### config.mk
export PLATFORM = sky130hd
export DESIGN_NAME = tick_shift_register
export DESIGN_NICKNAME = d
export VERILOG_FILES = /design/src/rtl/tick_shift_register.sv
export SDC_FILE = /design/constraint.sdc
export NUM_CORES = 1
export LEC_CHECK = 0
export BUFFER_PORTS_ARGS = -buffer_cell sky130_fd_sc_hd__buf_2
export CAP_MARGIN = 20
export CORE_MARGIN = 1
export CORE_UTILIZATION = 35
export CTS_CLUSTER_DIAMETER = 30
export DETAILED_ROUTE_END_ITERATION = 10
export HOLD_SLACK_MARGIN = 0.05
export PLACE_DENSITY = 0.49
export SKIP_CTS_REPAIR_TIMING = 1
export SYNTH_ARGS = -nofsm -noshare
export SYNTH_HDL_FRONTEND = slang
export SYNTH_SLANG_ARGS = --single-unit
### constraint.sdc
create_clock -name clk -period 4.7 [get_ports clk]
set_clock_uncertainty 0.05 [all_clocks]
set_input_delay 0.47 -clock clk [delete_from_list [all_inputs] [get_ports clk]]
set_output_delay 0.47 -clock clk [all_outputs]
set_load 0.02 [all_outputs]
### src/rtl/tick_shift_register.sv
// Prescaled shift/load register: a programmable prescaler produces a one-cycle tick
// and a slow square wave. The data register updates only on that tick.
// Optional build macro TICK_SHIFT_ROTATE_EN turns the shift modes into rotates that ignore sin.
module tick_shift_register #(
    parameter int WIDTH = 4,
    parameter int DIV   = 50000000,
    parameter int CNT_W = 26
) (
    input  logic             clk,
    input  logic             clr,
    input  logic             en,
    input  logic [1:0]       mode,
    input  logic [WIDTH-1:0] d,
    input  logic             sin,
    output logic [WIDTH-1:0] q,
    output logic             tick,
    output logic             slow_clk,
    output logic             sout
);

    localparam logic [CNT_W-1:0] CNT_TC   = CNT_W'(DIV - 1);
    localparam logic [CNT_W-1:0] CNT_HALF = CNT_W'(DIV / 2);

    localparam logic [1:0] MODE_HOLD  = 2'b00;
    localparam logic [1:0] MODE_LOAD  = 2'b01;
    localparam logic [1:0] MODE_SHL   = 2'b10;
    localparam logic [1:0] MODE_SHR   = 2'b11;

    generate
        if (WIDTH < 2) begin : g_bad_width
            $error("tick_shift_register: WIDTH must be at least 2");
        end
        if (DIV < 2) begin : g_bad_div
            $error("tick_shift_register: DIV must be at least 2");
        end
        if ((64'd1 << CNT_W) < 64'(DIV)) begin : g_bad_cnt_w
            $error("tick_shift_register: CNT_W too narrow for DIV");
        end
    endgenerate

    logic [CNT_W-1:0] cnt;
    logic [CNT_W-1:0] cnt_next;
    logic             at_tc;
    logic [WIDTH-1:0] q_next;
    logic             sout_next;

    assign at_tc = (cnt == CNT_TC);

    // Masking with clr keeps tick low during reset even before cnt has settled.
    assign tick = en & at_tc & ~clr;

    always_comb begin
        cnt_next = cnt;
        if (en) begin
            cnt_next = at_tc ? '0 : cnt + CNT_W'(1);
        end
    end

    always_ff @(posedge clk or posedge clr) begin
        if (clr) begin
            cnt      <= '0;
            slow_clk <= 1'b0;
        end else begin
            cnt <= cnt_next;
            if (en) begin
                slow_clk <= (cnt_next < CNT_HALF);
            end
        end
    end

    always_comb begin
        q_next    = q;
        sout_next = sout;
        if (tick) begin
            case (mode)
                MODE_HOLD: begin
                    q_next    = q;
                    sout_next = sout;
                end
                MODE_LOAD: begin
                    q_next = d;
                end
                MODE_SHL: begin
`ifdef TICK_SHIFT_ROTATE_EN
                    q_next    = {q[WIDTH-2:0], q[WIDTH-1]};
`else
                    q_next    = {q[WIDTH-2:0], sin};
`endif
                    sout_next = q[WIDTH-1];
                end
                MODE_SHR: begin
`ifdef TICK_SHIFT_ROTATE_EN
                    q_next    = {q[0], q[WIDTH-1:1]};
`else
                    q_next    = {sin, q[WIDTH-1:1]};
`endif
                    sout_next = q[0];
                end
                default: begin
                    q_next    = q;
                    sout_next = sout;
                end
            endcase
        end
    end

    always_ff @(posedge clk or posedge clr) begin
        if (clr) begin
            q    <= '0;
            sout <= 1'b0;
        end else begin
            q    <= q_next;
            sout <= sout_next;
        end
    end

endmodule

Yosys cells after proc, flatten, opt, wreduce, memory -nomap -nowiden
Cells that the tools add are included.
Storage, ports and cells
  logic and storage cells: 22
  bits of input ports: 10
  output and inout port bits: 7
  bits in registers: 32
Cells by class
  $add $sub $neg: 1
  equal/unequal tests: 4
  muxes and demuxes: 4
  bitwise logic cells: 4
  reductions and logical operators: 4
  magnitude comparators: 1
Operators by type and width (number)
  $mux 26: 2
  $add 26x1->26 const B: 1
  $eq 26x26->1 const B: 1
  $lt 26x25->1 const B: 1
  $pmux 4 s3: 1
  $eq 2x2->1 const B: 2
  $reduce_and 2->1: 2
  $and 1x1->1: 2
  $eq 2x1->1 const B: 1
  $logic_not 2->1: 1
  $not 1->1: 2
  $pmux 1 s2: 1
  $reduce_bool 2->1: 1

Depth between registers and ports, before layout
  depth after elaboration: 4
  gate-level depth with buffers: 9
  depth with buffers taken out: 8

Worst setup path before layout
OpenSTA, ideal clock, no wires.
  path type: in2out
  from: input en
  to: output tick
  data required time: 4.180 ns
  arrival time: 1.782 ns
  stages on the path: 6
  buffers on the path: 2
  path slack: 2.398 ns
  path through: buf_2 -> and3_1 -> buf_2 -> nand2_1 -> or4b_1 -> nor2_2
On the way
  longest elaborated chain between the ends: 2
RTL lines
  from (decl): line 11  | input logic en,
  $and 1x1->1 (2 in a row): line 50  | assign tick = en & at_tc & ~clr;
  to (decl): line 16  | output logic tick,
Every way passes these cells.

Worst setup path after layout
  from: register cnt[9]
  to: output tick
On the way
  longest elaborated chain between the ends: 3
RTL lines
  from (decl): line 41  | logic [CNT_W-1:0] cnt;
  from (signal assigned): line 64  | cnt <= cnt_next;
  $eq 26x26->1: line 47  | assign at_tc = (cnt == CNT_TC);
  $and 1x1->1 (2 in a row): line 50
Every way passes these cells.

==> results.sh <==
export IMPL_synth_mux_area_frac=0.0355
export IMPL_max_vdd_ir_drop_mv=0.105
export IMPL_dp_hpwl_mm=2.96
export IMPL_final_nets=217
export IMPL_die_area_um2=5420
export IMPL_seq_area_um2=801
export IMPL_ys_warn_count=0
export IMPL_tritoncts="built"
export IMPL_grt_pass1_wl_mm=6.73
export IMPL_fmax_mhz=348
export IMPL_place_gp_congestion=0.814
export IMPL_dr_pass1_iters=4
export IMPL_powerDensity_nw_per_um2=318
export IMPL_antenna_cells=0
export IMPL_setup_tns_final_ns=0
export IMPL_vias_per_cell=5.19
export IMPL_leakage_nw=0.937
export IMPL_busiest_layer="met2"
export IMPL_ant_nets=0
export IMPL_die_h_um=73.7
export IMPL_postSynthCellCount=190
export IMPL_grt_util_met3=0.0480
export IMPL_synth_avg_cell_area_um2=9.46
export IMPL_met1_usage=0.227
export IMPL_core_area_um2=4820
export IMPL_clkLatencyLatePin_ns=0.29
export IMPL_final_common_cell="dfrtp_1"
export IMPL_max_cap_viol_count=0
export IMPL_n_fill_cell=481
export IMPL_path_buf_inv=1
export IMPL_cts_root_buf="clkbuf_8"
export IMPL_outcome="complete, no violations"
export IMPL_design_area_um2=2020
export IMPL_die_x_um=73.7
export IMPL_synthAdderAreaFrac=0.00696
export IMPL_num_vias=1421
export IMPL_cts_buffer_depth=2
export IMPL_syn_to_final_growth_pct=12.7
export IMPL_drv_slew=0
export IMPL_antenna_found_initial=0
export IMPL_grt_ovfl_total=0
export IMPL_h_tree_depth=2
export IMPL_finalCritPeriodShare=0.612
export IMPL_synth_compound_gate_area_share=0.0724
export IMPL_grt_max_degree=27
export IMPL_start_kind="flip-flop"
export IMPL_drtIter0Drc=111
export IMPL_synth_area_um2=1800
export IMPL_cp_slowest_cell="or4b_1"
export IMPL_end_kind="output pin"
export IMPL_io_pins=17
export IMPL_max_stage_delay_ns=0.61
export IMPL_rsz0062_at_grt="false"
export IMPL_routed_wl_mm=4.05
export IMPL_final_cell_mix="32 x dfrtp_1, 28 x nor2_1, 16 x buf_2, 13 x nand2_1"
export IMPL_synth_simple_area_share=0.294
export IMPL_dpl_cell_area_um2=1930
export IMPL_grt_use_total=0.166
export IMPL_worstMarginPinSlew_ns=1.04
export IMPL_hold_violations=0
export IMPL_first_global_vias=1383
export IMPL_holdCritPathClass="input port to asynchronous set/reset pin"
export IMPL_drc_errors=0
export IMPL_port_buffers=16
export IMPL_crit_family="simple AND/OR/NAND/NOR gates"
export IMPL_clock_sinks=32
export IMPL_synth_top_family_by_area="simple AND/OR/NAND/NOR gates"
export IMPL_ys_seq_area_frac=0.446
export IMPL_start_util=0.373
export IMPL_layout_min_cycle_time_ns=2.88
export IMPL_row_count=25
export IMPL_clk_pin_slew_worst_paths_ns=0.08
export IMPL_cts_made_buffers=5
export IMPL_synth_seq_cells=32
export IMPL_setup_viol=0
export IMPL_synth_nets=201
export IMPL_yosys_cell_types_count=41
export IMPL_drive_above_1_share=0.169
export IMPL_multi_input_area_um2=945
export IMPL_wl_per_cell_um=14.8
export IMPL_use_met2=0.255
export IMPL_relSlewSlack=0.299
export IMPL_crit_fanout=7
export IMPL_synth_xor_area_frac=0.117
export IMPL_critical_path_class="flip-flop to output pin"
export IMPL_crit_required_ns=4.18
export IMPL_path_cells="nor4_1 -> nand4_1 -> or4b_1 -> nor2_2 -> buf_2"
export IMPL_cp_arrival_ns=2.36
## Yosys cell counts (all sizes together)
cell type | count | area share
nor3 | 3 | 0.0084
nor2b | 2 | 0.0070
nor3b | 2 | 0.0084
mux2i | 3 | 0.017
o31a | 1 | 0.0049
a2bb2oi | 1 | 0.0049
mux2 | 3 | 0.019
nand2b | 4 | 0.014
o211a | 1 | 0.0056
nand3 | 9 | 0.025
nor2 | 30 | 0.065
and4 | 7 | 0.034
xnor2 | 12 | 0.058
o31ai | 1 | 0.0042
nand2 | 13 | 0.027
nand4 | 10 | 0.038
a21oi | 5 | 0.014
nor4 | 4 | 0.022
o22ai | 2 | 0.0070
o21ai | 7 | 0.019
or2 | 2 | 0.0070
clkbuf | 4 | 0.0090
a31oi | 1 | 0.0035
a41oi | 1 | 0.0091
or3b | 1 | 0.0049
or4b | 1 | 0.0056
dfrtp | 32 | 0.45
or3 | 1 | 0.0035
buf | 4 | 0.011
and3 | 4 | 0.014
xor2 | 12 | 0.058
nor4b | 1 | 0.0049
inv | 4 | 0.0084
ha | 1 | 0.0070
nand3b | 1 | 0.0042
## worst reg2reg max path, stage by stage (launching register included)
cell	delay, ns
dfrtp_1	0.45
nor4_1	0.30
nand4_1	0.20
nor4_4	0.96
nor2_2	0.10
o31ai_1	0.27
nand3b_1	0.13
a41oi_2	0.16
## sequential cells by signal, summed over array words and instances, names as in the netlist
signal	flops
cnt	26
q	4
slow_clk	1
sout	1
## where the power goes
| part | leakage [nW] | total, mW | switching [mW] | internal, mW |
|---|---|---|---|---|
| clock | 0.0510 | 0.223 | 0.106 | 0.117 |
| sequential | 0.432 | 0.335 | 0.0294 | 0.306 |
| combinational | 0.454 | 0.0847 | 0.0440 | 0.0407 |
## per-stage QoR
| stage | setup slack, ns | instances | power, mW | hold WS (ns) | utilization |
|---|---|---|---|---|---|
| after floorplan | 2.40 | 190 | 0.401 | 0.401 | - |
| after global placement | 2.06 | 266 | 0.422 | 0.407 | 0.401 |
| after detailed placement | 1.97 | 266 | 0.426 | 0.412 | 0.401 |
| after CTS | 1.83 | 274 | 0.648 | 0.111 | 0.420 |
| after global routing | 1.65 | 274 | 0.678 | 0.135 | 0.420 |
| final | 1.82 | 274 | 0.643 | 0.0972 | 0.420 |
## kinds of logic (layout without fill, tap and decap cells)
logic type | count (synthesis) | in the layout
mux | 6 | 6
simple gates | 95 | 95
buf+inv | 12 | 29
compound gates | 20 | 20
fa+ha+maj | 1 | 1
flops | 32 | 32
xor+xnor | 24 | 24
## final timing paths
check / start / end / slack (ns) / cells past startpoint
hold / removal: clr / cnt[15] / 0.1 / 2
min in group clk: sout / sout / 0.43 / 2
setup reg to reg: cnt[9] / slow_clk / 2.00 / 7
max in group asynchronous: clr / cnt[0] / 3.82 / 3
setup / recovery: cnt[9] / tick / 1.82 / 5
hold reg to reg: sout / sout / 0.43 / 2
## layer usage
metal / vias to the layer above / share of wire
li1: 701 / -
met1: 691 / 0.50
met2: 23 / 0.46
met3: 6 / 0.032
met4: 0 / 0.011
met5: - / 0
## area by class of cell
class                      count  area share
multi-input combinational    146       0.467
clock buffer                   6      0.0408
tap                           67      0.0414
inverter                       4     0.00742
clock inverter                 2     0.00494
sequential                    32       0.396
timing repair buffer          17      0.0433
Note: power is estimated with default switching activity, not from simulation.
